--- config.mk ---
export PLATFORM = sky130hd
export DESIGN_NAME = nibble_serial_subtractor
export DESIGN_NICKNAME = d
export VERILOG_FILES = /design/src/rtl/nibble_serial_subtractor.sv
export SDC_FILE = /design/constraint.sdc
export NUM_CORES = 1
export LEC_CHECK = 0
export ABC_AREA = 1
export BUFFER_PORTS_ARGS = -buffer_cell sky130_fd_sc_hd__buf_2
export CAP_MARGIN = 20
export CORE_ASPECT_RATIO = 1.75
export CORE_MARGIN = 5
export CORE_UTILIZATION = 50
export DETAILED_ROUTE_END_ITERATION = 16
export GPL_ROUTABILITY_DRIVEN = 0
export GPL_TIMING_DRIVEN = 0
export PLACE_DENSITY = 0.74
export SYNTH_ARGS = -nofsm -noshare
export SYNTH_HDL_FRONTEND = slang
export SYNTH_SLANG_ARGS = --single-unit
export TNS_END_PERCENT = 20
--- constraint.sdc ---
create_clock -name clk_i -period 4.5 [get_ports clk_i]
set_input_delay 0.225 -clock clk_i [delete_from_list [all_inputs] [get_ports clk_i]]
set_output_delay 0.225 -clock clk_i [all_outputs]
set_load 0.05 [all_outputs]
--- src/rtl/nibble_serial_subtractor.sv ---
// Multi-cycle subtractor: one nibble per clock with a 4-bit borrow-lookahead and registered
// inter-nibble borrow. Define SUB_SIGNED_OVF_EN to add the registered signed-overflow output ovf_o.
module nibble_serial_subtractor #(
  parameter int unsigned WIDTH = 16
) (
  input  logic             clk_i,
  input  logic             rst_i,
  input  logic             in_valid_i,
  output logic             in_ready_o,
  input  logic [WIDTH-1:0] a_i,
  input  logic [WIDTH-1:0] b_i,
  output logic             out_valid_o,
  input  logic             out_ready_i,
  output logic [WIDTH-1:0] diff_o,
  output logic             borrow_o
`ifdef SUB_SIGNED_OVF_EN
  ,
  output logic             ovf_o
`endif
);

  localparam int unsigned NIB = WIDTH / 4;
  localparam int unsigned KW  = (NIB > 1) ? $clog2(NIB) : 1;

  typedef enum logic [1:0] {StIdle, StBusy, StDone} state_e;

  state_e           state_q, state_d;
  logic [WIDTH-1:0] a_q, a_d, b_q, b_d, diff_q, diff_d;
  logic [KW-1:0]    k_q, k_d;
  logic             bw_q, bw_d;

  logic [3:0]       an, bn, g, p, nd;
  logic [4:0]       bw;
  logic [WIDTH-1:0] diff_new;
  logic             last_nib;

  // Borrow lookahead for the current nibble, all borrows expanded from bw_q.
  always_comb begin
    an    = a_q[4*k_q +: 4];
    bn    = b_q[4*k_q +: 4];
    g     = ~an & bn;
    p     = ~(an ^ bn);
    bw[0] = bw_q;
    bw[1] = g[0] | (p[0] & bw_q);
    bw[2] = g[1] | (p[1] & g[0]) | (p[1] & p[0] & bw_q);
    bw[3] = g[2] | (p[2] & g[1]) | (p[2] & p[1] & g[0]) | (p[2] & p[1] & p[0] & bw_q);
    bw[4] = g[3] | (p[3] & g[2]) | (p[3] & p[2] & g[1]) | (p[3] & p[2] & p[1] & g[0]) |
            (p[3] & p[2] & p[1] & p[0] & bw_q);
    nd    = an ^ bn ^ bw[3:0];
    diff_new = diff_q;
    diff_new[4*k_q +: 4] = nd;
    last_nib = (k_q == KW'(NIB - 1));
  end

`ifdef SUB_SIGNED_OVF_EN
  logic ovf_q, ovf_d;
`endif

  always_comb begin
    state_d = state_q;
    a_d     = a_q;
    b_d     = b_q;
    diff_d  = diff_q;
    k_d     = k_q;
    bw_d    = bw_q;
`ifdef SUB_SIGNED_OVF_EN
    ovf_d   = ovf_q;
`endif
    unique case (state_q)
      StIdle: begin
        if (in_valid_i) begin
          a_d     = a_i;
          b_d     = b_i;
          k_d     = '0;
          bw_d    = 1'b0;
`ifdef SUB_SIGNED_OVF_EN
          ovf_d   = 1'b0;
`endif
          state_d = StBusy;
        end
      end
      StBusy: begin
        diff_d = diff_new;
        bw_d   = bw[4];
        k_d    = k_q + KW'(1);
        if (last_nib) begin
          state_d = StDone;
`ifdef SUB_SIGNED_OVF_EN
          ovf_d   = (a_q[WIDTH-1] ^ b_q[WIDTH-1]) & (diff_new[WIDTH-1] ^ a_q[WIDTH-1]);
`endif
        end
      end
      StDone: begin
        if (out_ready_i) state_d = StIdle;
      end
      default: state_d = StIdle;
    endcase
  end

  always_ff @(posedge clk_i or posedge rst_i) begin
    if (rst_i) begin
      state_q <= StIdle;
      a_q     <= '0;
      b_q     <= '0;
      diff_q  <= '0;
      k_q     <= '0;
      bw_q    <= 1'b0;
`ifdef SUB_SIGNED_OVF_EN
      ovf_q   <= 1'b0;
`endif
    end else begin
      state_q <= state_d;
      a_q     <= a_d;
      b_q     <= b_d;
      diff_q  <= diff_d;
      k_q     <= k_d;
      bw_q    <= bw_d;
`ifdef SUB_SIGNED_OVF_EN
      ovf_q   <= ovf_d;
`endif
    end
  end

  assign in_ready_o  = (state_q == StIdle);
  assign out_valid_o = (state_q == StDone);
  assign diff_o      = diff_q;
  assign borrow_o    = bw_q;
`ifdef SUB_SIGNED_OVF_EN
  assign ovf_o       = ovf_q;
`endif

endmodule

==> out/summary.txt <==
FILL cells: 468
Die height: 106 µm
Final instance area: 3100 µm²
Root buffer cell: clkbuf_8
Post-Route WL: 5460 µm
Run status: finished, final reports clean
Max-cap viol count: 0
Lkg Pwr: 1.65 nW
Final critical path time including I/O delays and setup: 2.72 ns
Clock-pin slew on the worst setup and hold paths: 0.09 ns
Core area: 5210 µm²
Antenna violations before repair: 0
WL/cell: 15.0 µm
Psw: 1.21 mW
Worst Max-Slew Pin Slew: 0.583 ns
Required time of the critical path: 4.70 ns
Clock Path Buffers: 2
P&R area growth vs syn: 17.1%
Top-area cell type share of the netlist area: 50.1%
Final worst slack: 1.78 ns
CP Max Fanout: 12
Total gr overflow: 0
CTS H-Tree Depth: 2
Pint: 1.41 mW
Gr usage total: 17.1%
Main synth FF type: dfrtp_1
I/O pins: 55
Post-Syn Nets: 291
Period Utilization, post-route: 60.4%
Layout Nets: 354
Avg Inst Size Synth: 10.8 µm²
Fin cells: 364
Syn Std Cell Area: 2650 µm²
Max Transition Viols Final: 0
Net Sw Frac: 46.2%
Cells taking the most area after synthesis: dfrtp_1 (50%), mux2_4 (15%), nand2_1 (6.9%)
Clock Latency Late Sink: 0.30 ns
Vias per cell: 5.32
Ant. Diodes: 0
Setup repair after global routing missed its margin: false
Post-route ant nets: 0
CP Capture Type: register
TritonCTS clock tree: yes
DRT Pass-1 Iters: 4
Vias in the first global route: 2036
Seq/Total Area, Yosys: 50.1%
IO Port Bufs: 54
Fmax: 0.368 GHz
Power, Total: 2.62 mW
Largest net degree at the start of global routing: 33
Netlist cell types: 24
Num rows: 35
#FFs+latches synth: 53
Fraction of layout cells with a size suffix above 1: 34.0%
Hold_ws: 0.0949 ns
Via count: 1937
Setup TNS: 0 ns
VDD IR-drop max: 0.000391 V
Power share of the clock group: 9.7%
Drt drc: 0
Initial Util: 50.8%
Final setup vio count: 0
EDFF count, synth: 0
Placed Area: 3010 µm²
First-pass GRT wire length: 9140 µm
Die W: 65.0 µm
Pre-CTS WS: 1.81 ns
Synth Warn #: 0
Yosys top cell by area: dfrtp_1
Hold Crit Class: in2reg
Top-count cell post-synth: dfrtp_1
Die ar.: 6910 µm²
Data arrival time of the critical path: 2.92 ns
Max_slew headroom: 61.2%
Layout Skew: 0.00825 ns
Sequential share of power: 31.7%
Post-Synthesis Cells: 245
Dpl cells: 355
CTS Buf Count: 5
Initial drt markers: 58
Comb pwr share: 58.6%
Power Density: 846 nW/µm²
Hold Vio Cnt, Final: 0
CP Launch Type: register
Critical path type: reg2reg
Synth top cells by count: dfrtp_1 (53), nand2_1 (49), mux2_4 (27)
Post-synthesis async set-or-reset flop share: 100%
DP Wirelength: 4300 µm
Postcts setup bufs: 0
Clock net sink count: 53
Final Util: 59.5%
## critical path, stage by stage (launching register included)
cell and delay (ns):
dfrtp_1 0.47, inv_1 0.18, clkbuf_1 0.48, o21ai_0 0.19, o22ai_1 0.19, ha_1 0.30
or2_2 0.30, nand2_1 0.08, nand2_1 0.06, nand2_1 0.06, nand2_1 0.12, nand4_1 0.11
nand2_1 0.05
## path summary, 6_finish.rpt
| check | slack [ns] | cells past startpoint | start | to |
|---|---|---|---|---|
| min | 0.09 | 2 | out_ready_i | state_q[1] |
| max in group asynchronous | 3.49 | 4 | rst_i | b_q[8] |
| max reg2reg | 1.78 | 12 | k_q[1] | diff_o[15] |
| max | 1.78 | 12 | k_q[1] | diff_o[15] |
| min reg2reg | 0.48 | 2 | diff_o[14] | diff_o[14] |
| min in group asynchronous | 0.48 | 3 | rst_i | diff_o[1] |
## layout by cell type, fill, tap and decap left out, types with 6 or more instances in the layout
cell type,netlist,routed
dfrtp_1,53,53
buf_2,0,54
clkbuf_1,6,7
nor2_1,15,15
inv_1,17,16
nand3_1,6,6
nand2_1,49,49
mux2_4,27,27
o21ai_0,25,25
ha_1,9,9
## area by class of cell
class | count | area [µm²] | share of cell area (%)
flip-flops and latches | 53 | 1330 | 42.8
multi-input cells | 166 | 1200 | 38.8
repair buffers | 56 | 300 | 9.69
clock buffers | 6 | 72.6 | 2.34
well taps | 55 | 68.8 | 2.22
inverters | 17 | 63.8 | 2.06
plain buffers | 9 | 56.3 | 1.82
clock inverters | 2 | 10.0 | 0.323
## what timing repair did
action	4_1_cts	5_1_grt
endpoints found under the hold margin	21	0
hold buffers	1	0
gates resized for setup	0	0
## flip-flops by register name (all words and copies together) (netlist names)
register,flops
b_q,16
diff_o,16
a_q,16
k_q,2
borrow_o,1
state_q,2
## cell families (layout without fill, tap and decap cells)
| family | count (synthesis) | count (layout) | synth area share, % |
|---|---|---|---|
| compound gates | 40 | 40 | 8.65 |
| flops | 53 | 53 | 50.1 |
| xor+xnor | 1 | 1 | 0.331 |
| mux | 32 | 32 | 17.4 |
| fa+ha+maj | 10 | 10 | 5.01 |
| simple gates | 83 | 83 | 13.9 |
| buf+inv | 26 | 90 | 4.54 |
## routing by layer
| metal | track usage [%] | up-vias | part of all wire [%] |
|---|---|---|---|
| met1 | 19.5 | 930 | 38 |
| met5 | 0 | - | 0 |
| met3 | 2.54 | 7 | 4.0 |
| li1 | - | 957 | - |
| met2 | 30.8 | 43 | 56 |
| met4 | 7.56 | 0 | 2.0 |
## power groups by stage
| stage | Combinational, mW | Sequential [mW] | Clock [mW] |
|---|---|---|---|
| 5_1_grt | 1.70 | 0.854 | 0.278 |
| 4_1_cts | 1.55 | 0.831 | 0.260 |
| 6_report | 1.54 | 0.831 | 0.254 |
| 3_3_place_gp | 1.50 | 0.831 | 0 |
| 3_5_place_dp | 1.54 | 0.838 | 0 |
| 2_1_floorplan | 1.06 | 0.962 | 0 |
Note: power is estimated with default switching activity, not from simulation.
